===== src/rtl/bcd_pkg.sv =====
// Shared types and helpers for the iterative binary-to-BCD converter.
package bcd_pkg;

  localparam int BCD_W = 4;

  typedef enum logic [1:0] {
    ST_IDLE   = 2'd0,
    ST_ADJUST = 2'd1,
    ST_SHIFT  = 2'd2,
    ST_DONE   = 2'd3
  } state_e;

  // Decimal digits needed for the largest magnitude the input can carry.
  function automatic int bcd_min_digits(input int width, input bit is_signed);
    longint unsigned max_v;
    longint unsigned p;
    int n;
    if (is_signed) max_v = 64'd1 << (width - 1);
    else           max_v = (64'd1 << width) - 64'd1;
    n = 1;
    p = 64'd10;
    while (p <= max_v) begin
      n++;
      p = p * 64'd10;
    end
    return n;
  endfunction

endpackage


===== src/rtl/bcd_digit_adjust.sv =====
// Double-dabble digit correction: add 3 to a BCD digit above 4.
module bcd_digit_adjust (
  input  logic [3:0] dig_i,
  output logic [3:0] dig_o
);

  assign dig_o = (dig_i > 4'd4) ? dig_i + 4'd3 : dig_i;

endmodule


===== src/rtl/module_bin_to_bcd_iter.sv =====
// Handshaked iterative double-dabble converter, optional signed input.
module module_bin_to_bcd_iter
  import bcd_pkg::*;
#(
  parameter int WIDTH  = 8,
  parameter int DIGITS = 3,
  parameter bit SIGNED = 1'b0
) (
  input  logic                      clk_i,
  input  logic                      rst_i,
  input  logic                      start_i,
  input  logic [WIDTH-1:0]          bin_i,
  output logic                      busy_o,
  output logic                      done_o,
  output logic [BCD_W*DIGITS-1:0]   bcd_o,
  output logic                      sign_o
);

  localparam int BW = BCD_W * DIGITS;
  localparam int RW = BW + WIDTH;
  localparam int CW = $clog2(WIDTH + 1);

  if (WIDTH < 2) begin : g_bad_width
    $error("WIDTH must be at least 2");
  end
  if (DIGITS < bcd_min_digits(WIDTH, SIGNED)) begin : g_bad_digits
    $error("DIGITS too small for WIDTH");
  end

  state_e          state_q, state_d;
  logic [RW-1:0]   work_q, work_d;
  logic [CW-1:0]   cnt_q, cnt_d;
  logic            sign_lat_q, sign_lat_d;
  logic            busy_q, busy_d;
  logic            done_q, done_d;
  logic [BW-1:0]   bcd_q, bcd_d;
  logic            sign_q, sign_d;

  logic [BW-1:0]    adj_field;
  logic             neg;
  logic [WIDTH-1:0] mag;

  for (genvar g = 0; g < DIGITS; g++) begin : g_adj
    bcd_digit_adjust u_adj (
      .dig_i (work_q[WIDTH + g*BCD_W +: BCD_W]),
      .dig_o (adj_field[g*BCD_W +: BCD_W])
    );
  end

  // Negating the most negative value wraps to 2^(WIDTH-1) as unsigned.
  assign neg = SIGNED && bin_i[WIDTH-1];
  assign mag = neg ? (~bin_i + {{(WIDTH-1){1'b0}}, 1'b1}) : bin_i;

  always_comb begin
    state_d    = state_q;
    work_d     = work_q;
    cnt_d      = cnt_q;
    sign_lat_d = sign_lat_q;
    busy_d     = busy_q;
    done_d     = 1'b0;
    bcd_d      = bcd_q;
    sign_d     = sign_q;
    case (state_q)
      ST_IDLE: begin
        if (start_i) begin
          work_d     = {{BW{1'b0}}, mag};
          sign_lat_d = neg;
          cnt_d      = CW'(WIDTH);
          busy_d     = 1'b1;
          state_d    = ST_ADJUST;
        end
      end
      ST_ADJUST: begin
        work_d  = {adj_field, work_q[WIDTH-1:0]};
        state_d = ST_SHIFT;
      end
      ST_SHIFT: begin
        work_d  = work_q << 1;
        cnt_d   = cnt_q - CW'(1);
        state_d = (cnt_q == CW'(1)) ? ST_DONE : ST_ADJUST;
      end
      ST_DONE: begin
        bcd_d   = work_q[RW-1:WIDTH];
        sign_d  = sign_lat_q & (|work_q[RW-1:WIDTH]);
        done_d  = 1'b1;
        busy_d  = 1'b0;
        state_d = ST_IDLE;
      end
      default: begin
        state_d = ST_IDLE;
        work_d  = '0;
        cnt_d   = '0;
        busy_d  = 1'b0;
      end
    endcase
  end

  always_ff @(posedge clk_i or posedge rst_i) begin
    if (rst_i) begin
      state_q    <= ST_IDLE;
      work_q     <= '0;
      cnt_q      <= '0;
      sign_lat_q <= 1'b0;
      busy_q     <= 1'b0;
      done_q     <= 1'b0;
      bcd_q      <= '0;
      sign_q     <= 1'b0;
    end else begin
      state_q    <= state_d;
      work_q     <= work_d;
      cnt_q      <= cnt_d;
      sign_lat_q <= sign_lat_d;
      busy_q     <= busy_d;
      done_q     <= done_d;
      bcd_q      <= bcd_d;
      sign_q     <= sign_d;
    end
  end

  assign busy_o = busy_q;
  assign done_o = done_q;
  assign bcd_o  = bcd_q;
  assign sign_o = sign_q;

endmodule


===== config.mk =====
export PLATFORM = sky130hd
export DESIGN_NAME = module_bin_to_bcd_iter
export DESIGN_NICKNAME = d
export VERILOG_FILES = /design/src/rtl/bcd_pkg.sv /design/src/rtl/bcd_digit_adjust.sv /design/src/rtl/module_bin_to_bcd_iter.sv
export SDC_FILE = /design/constraint.sdc
export NUM_CORES = 1
export LEC_CHECK = 0
export CORE_MARGIN = 1
export CORE_UTILIZATION = 59
export CTS_CLUSTER_DIAMETER = 80
export DETAILED_ROUTE_END_ITERATION = 8
export PLACE_DENSITY = 0.8
export REMOVE_ABC_BUFFERS = 1
export SETUP_SLACK_MARGIN = 0.05
export SLEW_MARGIN = 0
export SYNTH_ARGS = -nofsm -noshare
export SYNTH_HDL_FRONTEND = slang
export SYNTH_SLANG_ARGS = --single-unit

===== constraint.sdc =====
create_clock -name clk_i -period 4.45 [get_ports clk_i]
set_clock_uncertainty 0.2 [all_clocks]
set_input_delay 0.89 -clock clk_i [delete_from_list [all_inputs] [get_ports clk_i]]
set_output_delay 0.89 -clock clk_i [all_outputs]
set_load 0.02 [all_outputs]

=== Yosys cells after proc, flatten, opt, wreduce, memory -nomap -nowiden ===
Cells that the tools add are included.

* Output and inout bits: 15
* Logic and storage cells: 48
* Input port bits: 11
* Register bits: 40

* Bitwise gates (word level): 1
* Reduce and logical (&&, ||, !) cells: 10
* Equal/unequal tests: 8
* Add/subtract/negate cells: 4
* $lt $le $gt $ge: 3
* Muxes and demuxes: 13

{| class="wikitable"
|+ Operator list
! kind !! count
|-
| $pmux W20 S3 || 1
|-
| $mux W20 || 1
|-
| $mux W4 || 4
|-
| $add A4 B2 Y4 const B || 3
|-
| $gt A4 B3 Y1 const B || 3
|-
| $reduce_and A3 Y1 || 4
|-
| $pmux W2 S4 || 1
|-
| $pmux W4 S2 || 1
|-
| $ne A2 B1 Y1 const B || 3
|-
| $eq A2 B2 Y1 const B || 2
|-
| $eq A4 B1 Y1 const B || 1
|-
| $mux W2 || 2
|-
| $reduce_and A2 Y1 || 2
|-
| $reduce_bool A2 Y1 || 2
|-
| $sub A4 B1 Y4 const B || 1
|-
| $reduce_bool A3 Y1 || 1
|-
| $eq A2 B1 Y1 const B || 1
|-
| $logic_not A2 Y1 || 1
|-
| $mux W1 || 2
|-
| $ne A2 B2 Y1 const B || 1
|-
| $pmux W1 S2 || 1
|-
| $not A1 Y1 || 1
|}

=== Depth between registers and ports, before layout ===
* Depth in word-level cells: 3
* Depth in mapped cells: 8
* Mapped depth without buffers: 6

=== Hierarchy ===
A second synthesis with hierarchy kept.

* Cells, all modules: 218
* Area total of the unflattened synthesis: 2169.6 um^2

{| class="wikitable"
|+ By module, submodules not included
! module !! times used !! area an instance (um^2) !! seq. area each (um^2) !! cells an instance
|-
| module_bin_to_bcd_iter || 1 || 1858.0 || 1001.0 || 173
|-
| bcd_digit_adjust || 3 || 103.8 || 0.0 || 15
|}

=== Least setup slack after synthesis ===
Ideal clock, no wire load.

* Path type: input port to flip-flop
* From: input port start_i
* To: register work_q[0]
* Buffers on the path: 1
* Arrival time: 1.533 ns
* Library setup time: 0.123 ns
* Data required time: 4.127 ns
* Path slack: 2.594 ns
* Stages: 5
* Path through: mux2i_2 -> nor2_4 -> buf_4 -> nand3b_1 -> nand2_1

* Cells in the longest elaborated chain, start to end: 2

{| class="wikitable"
|+ Ends and longest elaborated chain
! element !! line !! text
|-
| start, declared || module_bin_to_bcd_iter.sv:11 || <nowiki>input logic start_i,</nowiki>
|-
| $ne A2 B2 Y1 (no source line) || - ||
|-
| $reduce_and A3 Y1 (no source line) || - ||
|-
| end signal, assigned || module_bin_to_bcd_iter.sv:110 || <nowiki>work_q <= work_d;</nowiki>
|-
| end, declared || module_bin_to_bcd_iter.sv:31 || <nowiki>logic [RW-1:0] work_q, work_d;</nowiki>
|}

Every way passes these cells.
A chain may end at the register's enable or synchronous reset.

=== Worst setup path after layout ===
* From: register state_q[0]
* To: register work_q[6]

* Cells in the longest elaborated chain, start to end: 3
* Elaborated cells on any way between the ends: 8
* Classes of those cells: eq/ne: 3; mux: 1; bitwise: 1; reduce/logical: 3

{| class="wikitable"
|+ Ends and longest elaborated chain
! element !! line !! text
|-
| start, declared || module_bin_to_bcd_iter.sv:30 || <nowiki>state_e state_q, state_d;</nowiki>
|-
| start signal, assigned || module_bin_to_bcd_iter.sv:109 || <nowiki>state_q <= state_d;</nowiki>
|-
| $eq A2 B2 Y1, or another cell as far along || module_bin_to_bcd_iter.sv:63 || <nowiki>case (state_q)</nowiki>
|-
| $reduce_bool A2 Y1 (no source line), or another cell as far along || - ||
|-
| $reduce_and A3 Y1 (no source line) || - ||
|}

Parallel ways exist; a longest one is shown, timed or not.

==> results.sh <==
export IMPL_vias=1570
export IMPL_fin_tns_setup_ns=0
export IMPL_slew_headroom_pct=37.8
export IMPL_endpoint_kind="register"
export IMPL_tightest_slew_ns=0.934
export IMPL_swShare_pct=44.3
export IMPL_crit_path_start_kind="register"
export IMPL_htreeDepth=2
export IMPL_hold_start="bcd_o[7]"
export IMPL_cts_buffers=5
export IMPL_finalNonFillerCells=271
export IMPL_worstPathMaxFanout=25
export IMPL_postRouteAntennaNets=0
export IMPL_clk_latency_ns=0.36
export IMPL_async_reset_ff_share_pct=100
export IMPL_hold_end="bcd_o[7]"
export IMPL_r2r_slack_ns=1.98
export IMPL_antenna_found_initial=0
export IMPL_cp_arrival_ns=2.53
export IMPL_post_cts_buffers=0
export IMPL_netlist_area_um2=2110
export IMPL_diodes=0
export IMPL_max_cap_violations=0
export IMPL_drc=0
export IMPL_syn_to_final_growth_pct=14.6
export IMPL_initial_core_util_pct=62.3
export IMPL_hold_class="register to register"
export IMPL_drt_wl_total_um=4090
export IMPL_synth_flop_cell="dfrtp_1"
export IMPL_r2r_start="state_q[0]"
export IMPL_vias_per_cell=5.79
export IMPL_whs_path_depth=1
export IMPL_hold_slack_ns=0.319
export IMPL_cts_resized=0
export IMPL_core_um2=3390
export IMPL_clk_pin_slew_ns=0.13
export IMPL_post_route_min_period_ns=2.47
export IMPL_io_buffers=24
export IMPL_leakagePower_nw=1.04
export IMPL_io_pins=26
export IMPL_cts_hold_buf=0
export IMPL_die_area_um2=3820
export IMPL_overflow=0
export IMPL_ff2ff_path_depth=6
export IMPL_hold_viol_final=0
export IMPL_clockRootBuffer="clkbuf_4"
export IMPL_ys_warn_count=0
export IMPL_setup_viol=0
export IMPL_nNetsFinal=247
export IMPL_grt_pass1_vias=1539
export IMPL_crit_type="register to register"
export IMPL_wl_per_cell_um=15.1
export IMPL_ys_types=39
export IMPL_p_per_area_nw_per_um2=667
export IMPL_synth_area_per_cell_um2=10.4
export IMPL_cts_sinks=40
export IMPL_netlist_instances=202
export IMPL_p_switching_mw=0.715
export IMPL_pwr_share_seq_pct=36.1
export IMPL_gp_congestion=0.832
export IMPL_synth_edf_count=0
export IMPL_clk_path_buf_depth=2
export IMPL_fmax_ghz=0.405
export IMPL_std_cell_rows=21
export IMPL_r2r_end="work_q[6]"
export IMPL_die_x_um=61.8
export IMPL_dpl_hpwl_um=2810
export IMPL_synth_seq_cells=40
export IMPL_grt_total_usage_pct=24.3
export IMPL_fin_crit_sh_pct=55.5
export IMPL_finalMaxSlewViolations=0
export IMPL_drt_iter0_markers=101
export IMPL_firstDrtPassIters=4
export IMPL_dieHeight_um=61.8
export IMPL_cts_tree="yes"
export IMPL_p_comb_share_pct=52.4
export IMPL_grt_start_max_net_pins=26
export IMPL_clkPwrFrac_pct=11.5
export IMPL_intPower_mw=0.899
export IMPL_ir_worst_vdd_mv=0.374
export IMPL_dp_cells=263
export IMPL_grt_pass1_wl_um=6660
export IMPL_drive_gt1_share_pct=13.8
export IMPL_status="completed"
export IMPL_ys_seq_area_share_pct=47.4
export IMPL_rsz0062_at_grt="false"
export IMPL_required_ns=4.52
per-stage QoR:
step | util [%] | instance area [µm²] | total power, mW | setup WS, ns
floorplan | - | 2060 | 1.19 | 2.44
global placement | 69.7 | 2360 | 1.39 | 1.92
detailed placement | 69.7 | 2360 | 1.43 | 1.84
CTS | 71.4 | 2420 | 1.62 | 1.97
global route | 71.4 | 2420 | 1.74 | 1.74
finish | 71.4 | 2420 | 1.61 | 1.98
cells in the final DEF (no fill, tap or decap), drive strengths merged:
cell type	n
a22o	1
inv	14
ha	12
nand3	7
nor2	10
a21oi	12
dfrtp	40
clkdlybuf4s50	24
nand3b	1
clkbuf	5
or2b	1
mux2i	2
o31ai	1
o21ai	14
nor2b	10
or2	1
nor3	3
a22oi	6
a32oi	1
nand2	16
a211oi	1
a31oi	7
a21o	1
a311oi	2
o2bb2ai	6
o22ai	3
clkinv	3
mux2	12
buf	1
conb	1
xnor2	2
nand2b	4
nor4bb	1
registers in the layout, summed over array words and instances, names as in the netlist:
| name | flops |
|---|---|
| busy_o | 1 |
| done_o | 1 |
| cnt_q | 4 |
| bcd_o | 12 |
| work_q | 20 |
| state_q | 2 |
worst max-delay path, stage by stage (launching register included):
cell and delay [ns]:
dfrtp_1 0.43, inv_1 0.12, ha_1 0.78, mux2i_2 0.30, nor2_4 0.35, nor2_1 0.07, a21oi_1 0.12
worst max path at each step:
| stage | cells past startpoint | end | start |
|---|---|---|---|
| finish | 6 | work_q[6] | state_q[0] |
| global route | 6 | work_q[6] | state_q[0] |
| CTS | 6 | work_q[3] | state_q[0] |
| detailed placement | 5 | work_q[18] | start_i |
| global placement | 5 | work_q[18] | start_i |
| floorplan | 1 | bcd_o[0] | rst_i |
cells in the mapped netlist, types with 2 or more instances:
master / number / area (µm²)
dfrtp_1: 40 / 1000
inv_1: 14 / 52.6
nand2_1: 14 / 52.6
o21ai_0: 13 / 65.1
a21oi_1: 12 / 60.1
ha_1: 12 / 150
mux2_2: 12 / 135
nor2_1: 9 / 33.8
nor2b_1: 8 / 50.1
a31oi_1: 7 / 43.8
buf_2: 7 / 35.0
nand3_1: 7 / 35.0
a22oi_1: 6 / 45.0
o2bb2ai_1: 6 / 52.6
nand2b_1: 4 / 25.0
nor3_1: 3 / 15.0
o22ai_1: 3 / 18.8
buf_4: 2 / 15.0
nand2_2: 2 / 12.5
xnor2_1: 2 / 17.5
per-layer routing:
layer / share of wire [%] / vias to the layer above / GRT usage [%]
met4: 1.1 / 0 / 9.84
met3: 5.4 / 6 / 7.45
met2: 48 / 61 / 42.2
met1: 45 / 753 / 28.0
met5: 0 / - / 0
li1: - / 750 / -
power by group through the flow:
stage                     clock [mW]  combinational (mW)  sequential, mW
after global routing           0.208               0.934           0.601
after global placement             0               0.809           0.582
after detailed placement           0               0.844           0.591
after CTS                      0.195               0.847           0.582
final                          0.186               0.846           0.582
after floorplan                    0               0.576           0.613
final cells by class:
cell class | instances | area [µm²]
multi-input combinational | 138 | 1000
inverter | 14 | 52.6
fill | 247 | 971
timing repair buffer | 25 | 248
clock inverter | 3 | 18.8
clock buffer | 5 | 37.5
tap | 46 | 57.6
sequential | 40 | 1000
cells by family after synthesis:
family | after synthesis | share of synthesized area (%)
fa+ha+maj | 12 | 7.11
other cells | 1 | 0.178
simple gates | 54 | 13.7
buf+inv | 24 | 5.04
mux | 14 | 7.53
flops | 40 | 47.4
xor+xnor | 2 | 0.830
compound gates | 55 | 18.2
(Power assumes the default switching activity.)
==> variant, RTL diff (same flow settings) <==
Re-encode `state_e` (4 states) as one-hot, 4 bits wide.
--- a/src/rtl/bcd_pkg.sv
+++ b/src/rtl/bcd_pkg.sv
@@ -5,7 +5,7 @@
 
-  typedef enum logic [1:0] {
-    ST_IDLE   = 2'd0,
-    ST_ADJUST = 2'd1,
-    ST_SHIFT  = 2'd2,
-    ST_DONE   = 2'd3
+  typedef enum logic [3:0] {
+    ST_IDLE   = 4'b0001,
+    ST_ADJUST = 4'b0010,
+    ST_SHIFT  = 4'b0100,
+    ST_DONE   = 4'b1000
   } state_e;
Check against the original RTL: no difference found for any inputs over 10 cycles, from zero or initial values and one cycle with rst_i high; not proved beyond that.
==> variant against the original RTL <==
Via count decreased by 1.6%. Routed wire length increased by 1.5%. Power down 20%. Synthesized area rose by 0.95%. Clock power up 9%. Cell area is 0.57% higher. Sequential power down 5.7%. Cell count decreased by 7.7%. Register-to-register slack got worse by 0.02 ns. Worst setup slack got worse by 0.10 ns. Sequential cell count up 2. Highest routed layer unchanged.
==> variant: results (changes against the original RTL) <==
[run_status]
status = complete, no violations  ; unchanged

[cells_and_area]
fill_cells = 255  ; was 247
layout-drive-gt1-share = 0.142  ; was 0.138
nNetsFinal = 222  ; was 247

[route]
wl_met1_microns = 1840  ; was 1850 microns
wirelength_microns = 4150  ; was 4090 microns
met3WireLength_microns = 192  ; was 220 microns

[synthesis]
synth-adder-area-share = 0.0470  ; was 0.0711
yosysSeqAreaShare = 0.494  ; was 0.474
synth-compound-area-share = 0.212  ; was 0.182
synth_commonest_cells = 41 x dfrtp_1, 12 x inv_1, 12 x mux2_2  ; was 40 x dfrtp_1, 14 x inv_1, 14 x nand2_1

[setup_path]
cp.arrival_ns = 2.64  ; was 2.53 ns
timing.rr.start = state_q[0]  ; unchanged
critPathTopFamily = buffers and inverters  ; was adder cells
reg2reg_depth = 4  ; was 6

[grt]
use_met3 = 0.0476  ; was 0.0745
grt_max_degree = 25  ; was 26
grt_pass1_wl_microns = 6640  ; was 6660 microns
track_usage = 0.244  ; was 0.243
grt_util_met1 = 0.329  ; was 0.280

[place]
numPlacedInstances = 242  ; was 263
place_area_sq_mm = 0.00237  ; was 0.00236 sq mm

[power_and_ir_drop]
power_mw = 1.29  ; was 1.61 mW
comb_power_mw = 0.536  ; was 0.846 mW
max-vdd-ir-drop_uv = 283  ; was 374 uV

[hold_path]
min_to = work_q[5]  ; was bcd_o[7]

[sta]
hold_ws_ns = 0.302  ; was 0.319 ns

variant: cell count changes after synthesis, moves of 4 or more:
cell | unedited run | this run
a22oi_1 | 6 | 10
ha_1 | 12 | 8
nand3_1 | 7 | 0
a211o_1 | 0 | 4
nand2_1 | 14 | 4
nor2b_1 | 8 | 3
a31oi_1 | 7 | 0
a32o_1 | 0 | 8
a21oi_1 | 12 | 2
variant: layout make-up:
class	instances	area, sq um	area share
Timing Repair Buffer	25	248	0.102
Clock inverter	1	5.00	0.00206
Multi-Input combinational cell	117	970	0.399
Clock buffer	7	55.1	0.0226
Tap cell	46	57.6	0.0237
Inverter	12	45.0	0.0185
Sequential cell	42	1050	0.433
variant: cell families (layout without fill, tap and decap cells):
kind of cell / after synthesis / in the layout
AOI/OAI and AO/OA: 57 / 57
adders and majority gates: 8 / 8
and+or+nand+nor: 31 / 31
DFF: 42 / 42
xor gates and xnor gates: 2 / 2
buffers and inverters: 24 / 45
other: 1 / 1
muxes: 18 / 18
